===== src/rtl/debounce_arbiter.sv =====
// debounce_arbiter: N_CH push-button debouncers sharing one delay timer.
// Each channel runs a small IDLE/PEND/DELAY/HELD FSM. A round-robin arbiter
// hands the single timer to one pending channel at a time.
// Optional feature macro: DEBOUNCE_SYNC_EN adds a 2-flop synchroniser per input.
module debounce_arbiter #(
  parameter int unsigned N_CH         = 4,
  parameter int unsigned DELAY_CYCLES = 50000
) (
  input  logic                    clk_i,
  input  logic                    rst_i,
  input  logic [N_CH-1:0]         signal_i,
  output logic [N_CH-1:0]         press_o,
  output logic [N_CH-1:0]         level_o,
  output logic                    busy_o,
  output logic [$clog2(N_CH)-1:0] grant_idx_o
);

  localparam int unsigned IDX_W = $clog2(N_CH);
  localparam int unsigned CNT_W = $clog2(DELAY_CYCLES + 1);

  typedef enum logic [1:0] {
    ST_IDLE  = 2'd0,
    ST_PEND  = 2'd1,
    ST_DELAY = 2'd2,
    ST_HELD  = 2'd3
  } state_t;

  logic [N_CH-1:0]  w_s;

  state_t           r_state     [N_CH];
  state_t           w_state_nxt [N_CH];

  logic [N_CH-1:0]  r_press;
  logic [N_CH-1:0]  w_press_nxt;
  logic [N_CH-1:0]  r_level;
  logic [N_CH-1:0]  w_level_nxt;

  logic             r_busy;
  logic             w_busy_nxt;
  logic [CNT_W-1:0] r_timer;
  logic [CNT_W-1:0] w_timer_nxt;
  logic [IDX_W-1:0] r_owner;
  logic [IDX_W-1:0] w_owner_nxt;
  logic [IDX_W-1:0] r_rr;
  logic [IDX_W-1:0] w_rr_nxt;

  logic             w_grant_vld;
  logic [IDX_W-1:0] w_grant_idx;
  logic [IDX_W-1:0] w_cand;

`ifdef DEBOUNCE_SYNC_EN
  logic [N_CH-1:0] r_sync1;
  logic [N_CH-1:0] r_sync2;

  // Two-flop synchroniser bringing raw button pins into the clk_i domain.
  always_ff @(posedge clk_i or negedge rst_i) begin
    if (!rst_i) begin
      r_sync1 <= '0;
      r_sync2 <= '0;
    end else begin
      r_sync1 <= signal_i;
      r_sync2 <= r_sync1;
    end
  end

  assign w_s = r_sync2;
`else
  assign w_s = signal_i;
`endif

  // Round-robin pick: first channel at/after the pointer that is pending and
  // still requesting; a channel dropping its input this cycle is skipped.
  always_comb begin
    w_grant_vld = 1'b0;
    w_grant_idx = '0;
    w_cand      = '0;
    if (!r_busy) begin
      for (int unsigned i = 0; i < N_CH; i++) begin
        w_cand = IDX_W'((32'(r_rr) + i) % N_CH);
        if (!w_grant_vld && (r_state[w_cand] == ST_PEND) && w_s[w_cand]) begin
          w_grant_vld = 1'b1;
          w_grant_idx = w_cand;
        end
      end
    end
  end

  // Per-channel next state plus the registered press pulse and held level.
  always_comb begin
    w_press_nxt = '0;
    w_level_nxt = '0;
    for (int unsigned ch = 0; ch < N_CH; ch++) begin
      w_state_nxt[ch] = r_state[ch];
      case (r_state[ch])
        ST_IDLE: begin
          if (w_s[ch]) w_state_nxt[ch] = ST_PEND;
        end
        ST_PEND: begin
          if (!w_s[ch]) begin
            w_state_nxt[ch] = ST_IDLE;
          end else if (w_grant_vld && (w_grant_idx == IDX_W'(ch))) begin
            w_state_nxt[ch] = ST_DELAY;
          end
        end
        ST_DELAY: begin
          // Only the timer owner can be here, so the shared timer is its own.
          if (r_timer == '0) begin
            if (w_s[ch]) begin
              w_state_nxt[ch] = ST_HELD;
              w_press_nxt[ch] = 1'b1;
            end else begin
              w_state_nxt[ch] = ST_IDLE;
            end
          end
        end
        ST_HELD: begin
          if (!w_s[ch]) w_state_nxt[ch] = ST_IDLE;
        end
        default: w_state_nxt[ch] = ST_IDLE;
      endcase
      w_level_nxt[ch] = (w_state_nxt[ch] == ST_HELD);
    end
  end

  // Shared timer ownership: load on grant, count down, free when it hits zero.
  always_comb begin
    w_busy_nxt  = r_busy;
    w_timer_nxt = r_timer;
    w_owner_nxt = r_owner;
    w_rr_nxt    = r_rr;
    if (r_busy) begin
      if (r_timer == '0) begin
        w_busy_nxt = 1'b0;
      end else begin
        w_timer_nxt = r_timer - CNT_W'(1);
      end
    end else if (w_grant_vld) begin
      w_busy_nxt  = 1'b1;
      w_timer_nxt = CNT_W'(DELAY_CYCLES - 1);
      w_owner_nxt = w_grant_idx;
      w_rr_nxt    = IDX_W'((32'(w_grant_idx) + 1) % N_CH);
    end
  end

  // Channel FSM state registers.
  always_ff @(posedge clk_i or negedge rst_i) begin
    if (!rst_i) begin
      for (int unsigned ch = 0; ch < N_CH; ch++) begin
        r_state[ch] <= ST_IDLE;
      end
    end else begin
      for (int unsigned ch = 0; ch < N_CH; ch++) begin
        r_state[ch] <= w_state_nxt[ch];
      end
    end
  end

  // Timer, arbiter and output registers.
  always_ff @(posedge clk_i or negedge rst_i) begin
    if (!rst_i) begin
      r_busy  <= 1'b0;
      r_timer <= '0;
      r_owner <= '0;
      r_rr    <= '0;
      r_press <= '0;
      r_level <= '0;
    end else begin
      r_busy  <= w_busy_nxt;
      r_timer <= w_timer_nxt;
      r_owner <= w_owner_nxt;
      r_rr    <= w_rr_nxt;
      r_press <= w_press_nxt;
      r_level <= w_level_nxt;
    end
  end

  assign press_o     = r_press;
  assign level_o     = r_level;
  assign busy_o      = r_busy;
  assign grant_idx_o = r_owner;

endmodule

===== config.mk =====
export PLATFORM = sky130hd
export DESIGN_NAME = debounce_arbiter
export DESIGN_NICKNAME = d
export VERILOG_FILES = /design/src/rtl/debounce_arbiter.sv
export SDC_FILE = /design/constraint.sdc
export NUM_CORES = 1
export LEC_CHECK = 0
export CORE_MARGIN = 8
export CORE_UTILIZATION = 59
export CTS_BUF_LIST = sky130_fd_sc_hd__clkbuf_4 sky130_fd_sc_hd__clkbuf_8
export CTS_CLUSTER_SIZE = 20
export DETAILED_ROUTE_END_ITERATION = 6
export PLACE_DENSITY = 0.93
export SYNTH_ARGS = -nofsm -noshare
export SYNTH_HDL_FRONTEND = slang
export SYNTH_SLANG_ARGS = --single-unit

===== constraint.sdc =====
create_clock -name clk_i -period 2.3 [get_ports clk_i]
set_input_delay 0.46 -clock clk_i [delete_from_list [all_inputs] [get_ports clk_i]]
set_output_delay 0.46 -clock clk_i [all_outputs]
set_load 0.02 [all_outputs]

==> flow_metrics.tcl, run 1 <==
set metrics [dict create \
    setup_violations 0 \
    final_cell_area_sq_mm 0.002392 \
    drtIter0Drc 153 \
    synth-xor-area-share_pct 2.196 \
    core_sq_mm 0.003284 \
    synth-edff-count 0 \
    dp_hpwl_um 3140 \
    yosysUniqueCellTypes 55 \
    crit_slowest_cell "clkdlybuf4s50_1" \
    p_clk_share_pct 30.2 \
    rows 21 \
    grt-ovfl-total 0 \
    slowest_delay_ps 520 \
    fin_crit_sh_pct 91.73 \
    crit_chain "clkdlybuf4s50_1, nand3b_1, nor2_1, o211ai_1, a211oi_1, buf_4, inv_1, ha_1, nand4_1, o311a_1" \
    arrival_ps 2400 \
    dieArea_sq_mm 0.005497 \
    endpoint_kind "register" \
    first_pass_iters 5 \
    grt_pass1_wl_um 7438 \
    path_clk_slew_ps 120 \
    critical_path_class "in2reg" \
    initial_core_util_pct 60.72 \
    status "complete, no violations" \
    yosysWarnings 0 \
    pin_count 17 \
    hold_class "in2async" \
    yosys.area_share.adder_pct 3.137 \
    cts_tree "yes" \
    cellPowerDensity_mw_per_mm2 777.9 \
    postPlaceCellArea_sq_mm 0.002290 \
    peakVddDrop_v 0.0005599 \
    yosys-top-cells-area "dfrtp_1, nand2_1, ha_1" \
    drive_gt1_share_pct 16.81 \
    seq_power_share_pct 49.7 \
    synth_top_area_share_pct 46.42 \
    yosysTopAreaCell "dfrtp_1" \
    grt_pass1_vias 1619 \
    grt_max_degree 38 \
    insertedDiodeCount 0 \
    track_usage_pct 17.41 \
    area_delta_synth_final_pct 19.95 \
    skew_ps 19.05 \
    hold_violations 0 \
    mappedNetlistArea_sq_mm 0.001994 \
    vias 1674 \
    drv_slew 0 \
    switching_share_pct 31.06 \
    fmax_mhz 474.0 \
    tightest_slew_ps 821.0 \
    synth_top_family_by_area "simple AND/OR/NAND/NOR gates" \
    pwr-share-comb_pct 20.1 \
    ys.flop_type "dfrtp_1" \
    cts.htree.levels 2 \
    viasPerCell 6.154 \
    yosysSeqAreaShare_pct 46.42 \
    power.total_mw 1.861 \
    wire_per_inst_um 16.47 \
    yosys-mux-area-fraction_pct 0.5019 \
    timing.hold.ws_ps 195.6 \
    leakagePower_nw 1.005 \
    fillers 233 \
    switchingPower_mw 0.5781 \
    drc_errors 0 \
    post_cts_buffers 0 \
    syn_avg_cell_area_sq_um 10.33 \
    synth_compound_gate_area_share_pct 18.32 \
    rsz0062_at_grt "no" \
    antenna_found_initial 0 \
    maxCapViolCount 0 \
    syn_nets 204 \
    ctsResizeCount 0 \
    critPathMaxFanout 5 \
    required_ps 2590 \
    intPower_mw 1.283 \
    finalCriticalPeriod_ps 2110 \
    clock_path_buffers 2 \
    synth-simple-area-share_pct 26.16 \
    relSlewSlack_pct 45.27 \
    fp.dieW_um 74.14 \
    clock-root-buffer "clkbuf_4" \
    fin_util_pct 72.84 \
    routed_wl_um 4481 \
    clock_sinks 37 \
    ys_ff_latch 37 \
    yosysMostFrequentCell "dfrtp_1" \
    nets 236 \
    crit_path_start_kind "input port" \
    async_flop_share_pct 100.0 \
    port-buffer-count 16 \
    cts_hold_buf 0 \
    antenna_left 0 \
    die_y_um 74.14 \
    place.gp.congestion 0.8195 \
    ys_top_cells_by_count "dfrtp_1, nand2_1, nor2_1, nand4_1, o21ai_0" \
    clock_latency_ps 350 \
    numCtsBuffers 5 \
    netlist_instances 193 \
]
## per-stage QoR
stage / setup slack (ps) / std cells / TNS, ps
2_1_floorplan: 424.2 / 193 / 0
3_3_place_gp: -66.15 / 264 / -296.1
3_5_place_dp: -137.1 / 264 / -772.3
4_1_cts: 227.8 / 272 / 0
5_1_grt: 84.99 / 272 / 0
6_report: 190.2 / 272 / 0
## worst max-delay path: cells and delay by family
family,cells,cell delay [ps]
and+or+nand+nor,3,510
buffers and inverters,3,740
AOI/OAI and AO/OA,3,510
adders and majority gates,1,190
## worst paths after layout
check | slack [ps] | cells past startpoint | start | end
max in group asynchronous | 1580 | 1 | rst_i | busy_o
worst min-delay path | 200 | 1 | rst_i | r_state[5]
min in group clk_i | 480 | 1 | r_timer[13] | r_timer[13]
worst max-delay path | 190 | 10 | signal_i[1] | r_state[4]
worst max register to register | 300 | 9 | r_state[5] | r_state[4]
worst min register to register | 480 | 1 | r_timer[13] | r_timer[13]
## flip-flops by register name, indices dropped and copies added, names as in the netlist
name / flops
busy_o: 1
grant_idx_o: 2
level_o: 4
press_o: 4
r_rr: 2
r_state: 8
r_timer: 16
## area by class of cell
type                       instances  area (sq um)  share of cell area (%)
sequential                        37         925.9                   38.70
inverter                           8         30.03                   1.255
clock buffer                       5         37.54                   1.569
timing repair buffer              30         272.8                   11.40
clock inverter                     3         65.06                   2.720
multi-input combinational        143          1003                   41.95
tap                               46         57.56                   2.406
## power by group through the flow
stage / Clock (mW) / Combinational [mW] / Sequential [mW]
after floorplan: 0 / 0.265 / 0.906
after global routing: 0.590 / 0.416 / 0.947
after global placement: 0 / 0.346 / 0.923
final: 0.562 / 0.374 / 0.925
after CTS: 0.567 / 0.377 / 0.921
after detailed placement: 0 / 0.370 / 0.931
## cell families after synthesis
group	count (synthesis)
flip-flops	37
adder cells (fa/ha/maj)	5
buffers and inverters	13
AO/OA/AOI/OAI	49
multiplexers	1
AND/OR/NAND/NOR	83
XOR/XNOR	5
## routing by layer
| layer | wire (um) | GRT usage, % | vias to the layer above | share of wire (%) |
|---|---|---|---|---|
| li1 | - | - | 801 | - |
| met1 | 2037 | 23.83 | 804 | 45 |
| met2 | 2183 | 25.88 | 65 | 49 |
| met3 | 243 | 3.369 | 4 | 5.4 |
| met4 | 17 | 7.761 | 0 | 0.38 |
| met5 | 0 | 0 | - | 0 |
## cell usage in the layout (no fill, tap or decap), drive strengths merged, types with 2 or more instances in the layout
cell type	synthesis	routed
dfrtp	37	37
nand2	26	26
clkdlybuf4s50	0	15
buf	3	15
nor2	12	12
o21ai	11	11
nand4	10	10
inv	8	8
a21oi	8	8
nor3	7	7
o211ai	5	5
nand3	5	5
ha	5	5
clkbuf	2	5
nand3b	4	4
o311a	4	4
nand4b	4	4
o41ai	3	3
xor2	3	3
or4	3	3
and3b	2	2
and3	2	2
o31ai	2	2
o311ai	2	2
xnor2	2	2
a2bb2oi	2	2
a41oi	2	2
bufinv	0	2
nor3b	2	2
nand2b	2	2
Note: power is estimated with default switching activity, not from simulation.
==> run 2: changes to the inputs <==
--- a/config.mk
+++ b/config.mk
@@ -5,7 +5,8 @@
 export SDC_FILE = /design/constraint.sdc
 export NUM_CORES = 1
 export LEC_CHECK = 0
-export CORE_MARGIN = 8
+export ABC_CLOCK_PERIOD_IN_PS = 2300
+export CORE_MARGIN = 2
 export CORE_UTILIZATION = 59
 export CTS_BUF_LIST = sky130_fd_sc_hd__clkbuf_4 sky130_fd_sc_hd__clkbuf_8
 export CTS_CLUSTER_SIZE = 20
==> flow_metrics.tcl, run 2 (synthesis gave the netlist of run 1 again) <==
set metrics [dict create \
    cellPowerDensity_mw_per_mm2 701.2 \
    hold_violations 0 \
    tightest_slew_ps 456.2 \
    path_clk_slew_ps 120 \
    nets 239 \
    antenna_left 0 \
    clock_path_buffers 2 \
    timing.hold.ws_ps 124.0 \
    drive_gt1_share_pct 18.34 \
    dp_hpwl_um 2951 \
    fp.dieW_um 62.14 \
    top_register "r_timer" \
    power.total_mw 1.662 \
    post_cts_buffers 0 \
    fmax_mhz 458.8 \
    postPlaceCellArea_sq_mm 0.002300 \
    insertedDiodeCount 0 \
    largest_register_ff_count 16 \
    drc_errors 0 \
    finalCriticalPeriod_ps 2180 \
    place.gp.congestion 0.7830 \
    clock_sinks 37 \
    routed_wl_um 4208 \
    layout_setup_ws_ps 120.3 \
    dieArea_sq_mm 0.003861 \
    maxCapViolCount 0 \
    viasPerCell 6.018 \
    grt_pass1_wl_um 7300 \
    fin_crit_sh_pct 94.77 \
    cts.htree.levels 2 \
    first_pass_iters 4 \
    clock_latency_ps 350 \
    skew_ps 20.20 \
    critical_path_class "in2reg" \
    pin_count 17 \
    required_ps 2600 \
    critPathMaxFanout 5 \
    drv_slew 0 \
    numCtsBuffers 5 \
    arrival_ps 2480 \
    peakVddDrop_v 0.0005829 \
    fillers 220 \
    endpoint_kind "register" \
    core_sq_mm 0.003284 \
    layout_commonest_cell "dfrtp_1" \
    place_ws_ps -245.4 \
    initial_core_util_pct 60.72 \
    top_regs "r_timer: 16 flops, r_state: 8 flops" \
    layout_common_cells "dfrtp_1, nand2_1, buf_4, clkdlybuf4s50_1, nor2_1" \
    cts_hold_buf 0 \
    cts_tree "yes" \
    drtIter0Drc 134 \
    antenna_found_initial 0 \
    area_delta_synth_final_pct 18.82 \
    die_y_um 62.14 \
    grt-ovfl-total 0 \
    relSlewSlack_pct 69.59 \
    track_usage_pct 23.95 \
    status "complete, no violations" \
    fin_util_pct 72.15 \
    hold_class "in2async" \
    dpl.cell_count 267 \
    grt_max_degree 38 \
    vias 1655 \
    clock-root-buffer "clkbuf_4" \
    port-buffer-count 16 \
    fin_tns_setup_ps 0 \
    final_cells 275 \
    setup_violations 0 \
    wire_per_inst_um 15.30 \
    crit_path_start_kind "input port" \
    rsz0062_at_grt "no" \
    leakagePower_nw 0.9959 \
    grt_pass1_vias 1602 \
    rows 21 \
    final_cell_area_sq_mm 0.002370 \
]
run 2: cell count changes in the layout (fill, tap and decap cells not counted):
| cell | before | now |
|---|---|---|
| a211oi_1 | 1 | 0 |
| a211oi_2 | 0 | 1 |
| buf_12 | 1 | 0 |
| buf_2 | 1 | 0 |
| buf_4 | 13 | 17 |
| bufinv_16 | 2 | 0 |
| clkbuf_2 | 0 | 1 |
| clkbuf_8 | 0 | 1 |
| clkinv_4 | 0 | 1 |
run 2: power breakdown:
part | switching [mW] | internal [mW]
sequential | 0.165 | 0.756
combinational | 0.178 | 0.192
clock | 0.222 | 0.149
run 2: layout make-up:
cell class / instances / area [sq um] / share of cell area, %
Multi-Input combinational cell: 143 / 1008 / 42.56
Sequential cell: 37 / 925.9 / 39.07
Timing Repair Buffer: 33 / 282.8 / 11.93
Tap cell: 46 / 57.56 / 2.429
Clock buffer: 6 / 51.30 / 2.165
Inverter: 8 / 30.03 / 1.267
Clock inverter: 2 / 13.76 / 0.5808
run 2: timing repair:
item                                    in CTS  in global routing
endpoints found under the setup margin       0                  3
gates resized for setup                      0                  1
endpoints found under the hold margin        0                  0
run 2: final timing paths:
check,startpoint,to,slack [ps],depth (start not counted)
min,rst_i,r_timer[3],120,2
max in group asynchronous,rst_i,r_timer[9],1840,2
min reg2reg,r_timer[13],r_timer[13],490,1
max,signal_i[1],r_state[4],120,10
max reg2reg,r_state[1],r_state[4],270,9
min in group clk_i,r_timer[13],r_timer[13],490,1
run 2: layer usage:
metal	vias to the layer above	global-route usage, %	wire [um]
li1	801	-	-
met1	802	32.89	1963
met2	42	36.14	2000
met3	10	5.978	150
met4	0	10.83	93
met5	-	0	0
run 2: critical path, cell delays in order:
cell and delay [ps]:
clkdlybuf4s50_1 540, nand3b_1 190, nor2_1 180, o211ai_1 130, a211oi_2 280, buf_4 170, inv_1 50, ha_1 210
nand4_1 100, o311a_1 160
==> run 3: changes to the inputs <==
--- a/config.mk
+++ b/config.mk
@@ -11,7 +11,7 @@
 export CTS_BUF_LIST = sky130_fd_sc_hd__clkbuf_4 sky130_fd_sc_hd__clkbuf_8
 export CTS_CLUSTER_SIZE = 20
 export DETAILED_ROUTE_END_ITERATION = 6
-export PLACE_DENSITY = 0.93
+export PLACE_DENSITY = 0.81
 export SYNTH_ARGS = -nofsm -noshare
 export SYNTH_HDL_FRONTEND = slang
 export SYNTH_SLANG_ARGS = --single-unit
==> flow_metrics.tcl, run 3 (synthesis gave the netlist of run 1 again) <==
set metrics [dict create \
    viasPerCell 6.164 \
    core_sq_mm 0.003284 \
    drc_errors 0 \
    dieArea_sq_mm 0.003861 \
    layout_commonest_cell "dfrtp_1" \
    layout_setup_ws_ps 141.7 \
    clock_latency_ps 340 \
    critPathMaxFanout 4 \
    status "complete, no violations" \
    tightest_slew_ps 476.0 \
    dp_hpwl_um 3297 \
    worst-r2r-cell-count 7 \
    layout_common_cells "dfrtp_1, nand2_1, buf_4, clkdlybuf4s50_1, nor2_1" \
    wire_per_inst_um 16.68 \
    cts_tree "yes" \
    top_regs "r_timer: 16 flops, r_state: 8 flops" \
    required_ps 2580 \
    fmax_mhz 463.3 \
    insertedDiodeCount 0 \
    grt-ovfl-total 0 \
    drive_gt1_share_pct 17.54 \
    crit_slowest_cell "clkdlybuf4s50_1" \
    grt_pass1_wl_um 7583 \
    maxCapViolCount 0 \
    fin_tns_setup_ps 0 \
    slowest_delay_ps 530 \
    cellPowerDensity_mw_per_mm2 703.8 \
    cts.htree.levels 2 \
    fin_crit_sh_pct 93.84 \
    finalCriticalPeriod_ps 2158 \
    grt_pass1_vias 1555 \
    path_clk_slew_ps 100 \
    drv_slew 0 \
    top_register "r_timer" \
    place.gp.congestion 0.8391 \
    largest_register_ff_count 16 \
    routed_wl_um 4570 \
    fillers 226 \
    vias 1689 \
    hold_class "reg2reg" \
    initial_core_util_pct 60.72 \
    fp.dieW_um 62.14 \
    hold_violations 0 \
    die_y_um 62.14 \
    skew_ps 13.11 \
    leakagePower_nw 0.9926 \
    area_delta_synth_final_pct 18.76 \
    rows 21 \
    whs_path_depth 1 \
    numCtsBuffers 5 \
    critical_path_class "in2reg" \
    setup_violations 0 \
    pin_count 17 \
    port-buffer-count 16 \
    antenna_left 0 \
    relSlewSlack_pct 68.17 \
    drtIter0Drc 140 \
    clock_path_buffers 2 \
    grt_max_degree 38 \
    crit_chain "clkdlybuf4s50_1, nand3b_1, buf_4, o22a_1, o211ai_1, inv_1, ha_1, nand4_1, o311a_1" \
    first_pass_iters 4 \
    peakVddDrop_v 0.0005335 \
    arrival_ps 2440 \
    track_usage_pct 25.53 \
    crit_path_start_kind "input port" \
    endpoint_kind "register" \
    place_ws_ps -254.3 \
    clock_sinks 37 \
    clock-root-buffer "clkbuf_4" \
    nets 239 \
    rsz0062_at_grt "no" \
    antenna_found_initial 0 \
]
[run 3: area by class of cell]
cell class	count	area (sq um)	area share (%)
Clock buffer	7	58.81	2.483
Inverter	8	30.03	1.268
Multi-Input combinational cell	143	1008	42.58
Sequential cell	37	925.9	39.09
Tap cell	46	57.56	2.430
Timing Repair Buffer	33	287.8	12.15
[run 3: worst paths after layout]
path	from	endpoint	slack, ps
min in group asynchronous	rst_i	r_timer[4]	520
worst min register to register	r_timer[13]	r_timer[13]	500
max in group asynchronous	rst_i	r_timer[14]	1430
worst max register to register	r_timer[0]	r_timer[8]	270
worst max-delay path	signal_i[0]	r_state[4]	140
worst min-delay path	r_timer[13]	r_timer[13]	500
[run 3: timing repair]
action	4_1_cts	5_1_grt
setup endpoints to repair	0	7
setup buffers	0	0
gates resized for setup	0	1
hold buffers	0	0
[run 3: through the flow]
stage                     utilization (%)  area (sq um)  hold slack (ps)  power (mW)  instances
final                               72.11          2369            498.8       1.667        274
after global routing                72.11          2369            527.6       1.782        274
after CTS                           71.96          2364            505.7       1.669        274
after detailed placement            70.17          2305            485.4       1.308        267
after global placement              70.17          2305            459.7       1.261        267
after floorplan                         -          1994            164.4       1.170        193
[run 3: report_power, final]
part / internal, mW / leakage [nW] / switching (mW)
clock network: 0.156 / 0.0348 / 0.204
registers: 0.756 / 0.457 / 0.172
logic: 0.193 / 0.500 / 0.185
total: 1.11 / 0.993 / 0.562
[run 3: worst max-delay path: cells and delay by family]
| kind | cells | cell delay, ps |
|---|---|---|
| buf+inv | 3 | 820 |
| compound gates | 3 | 700 |
| fa+ha+maj | 1 | 250 |
| simple gates | 2 | 210 |
[run 3: layer usage]
layer,routed length [um],track usage (%)
met1,2073,34.50
met2,2190,38.99
met3,240,7.971
met4,65,9.444
met5,0,0
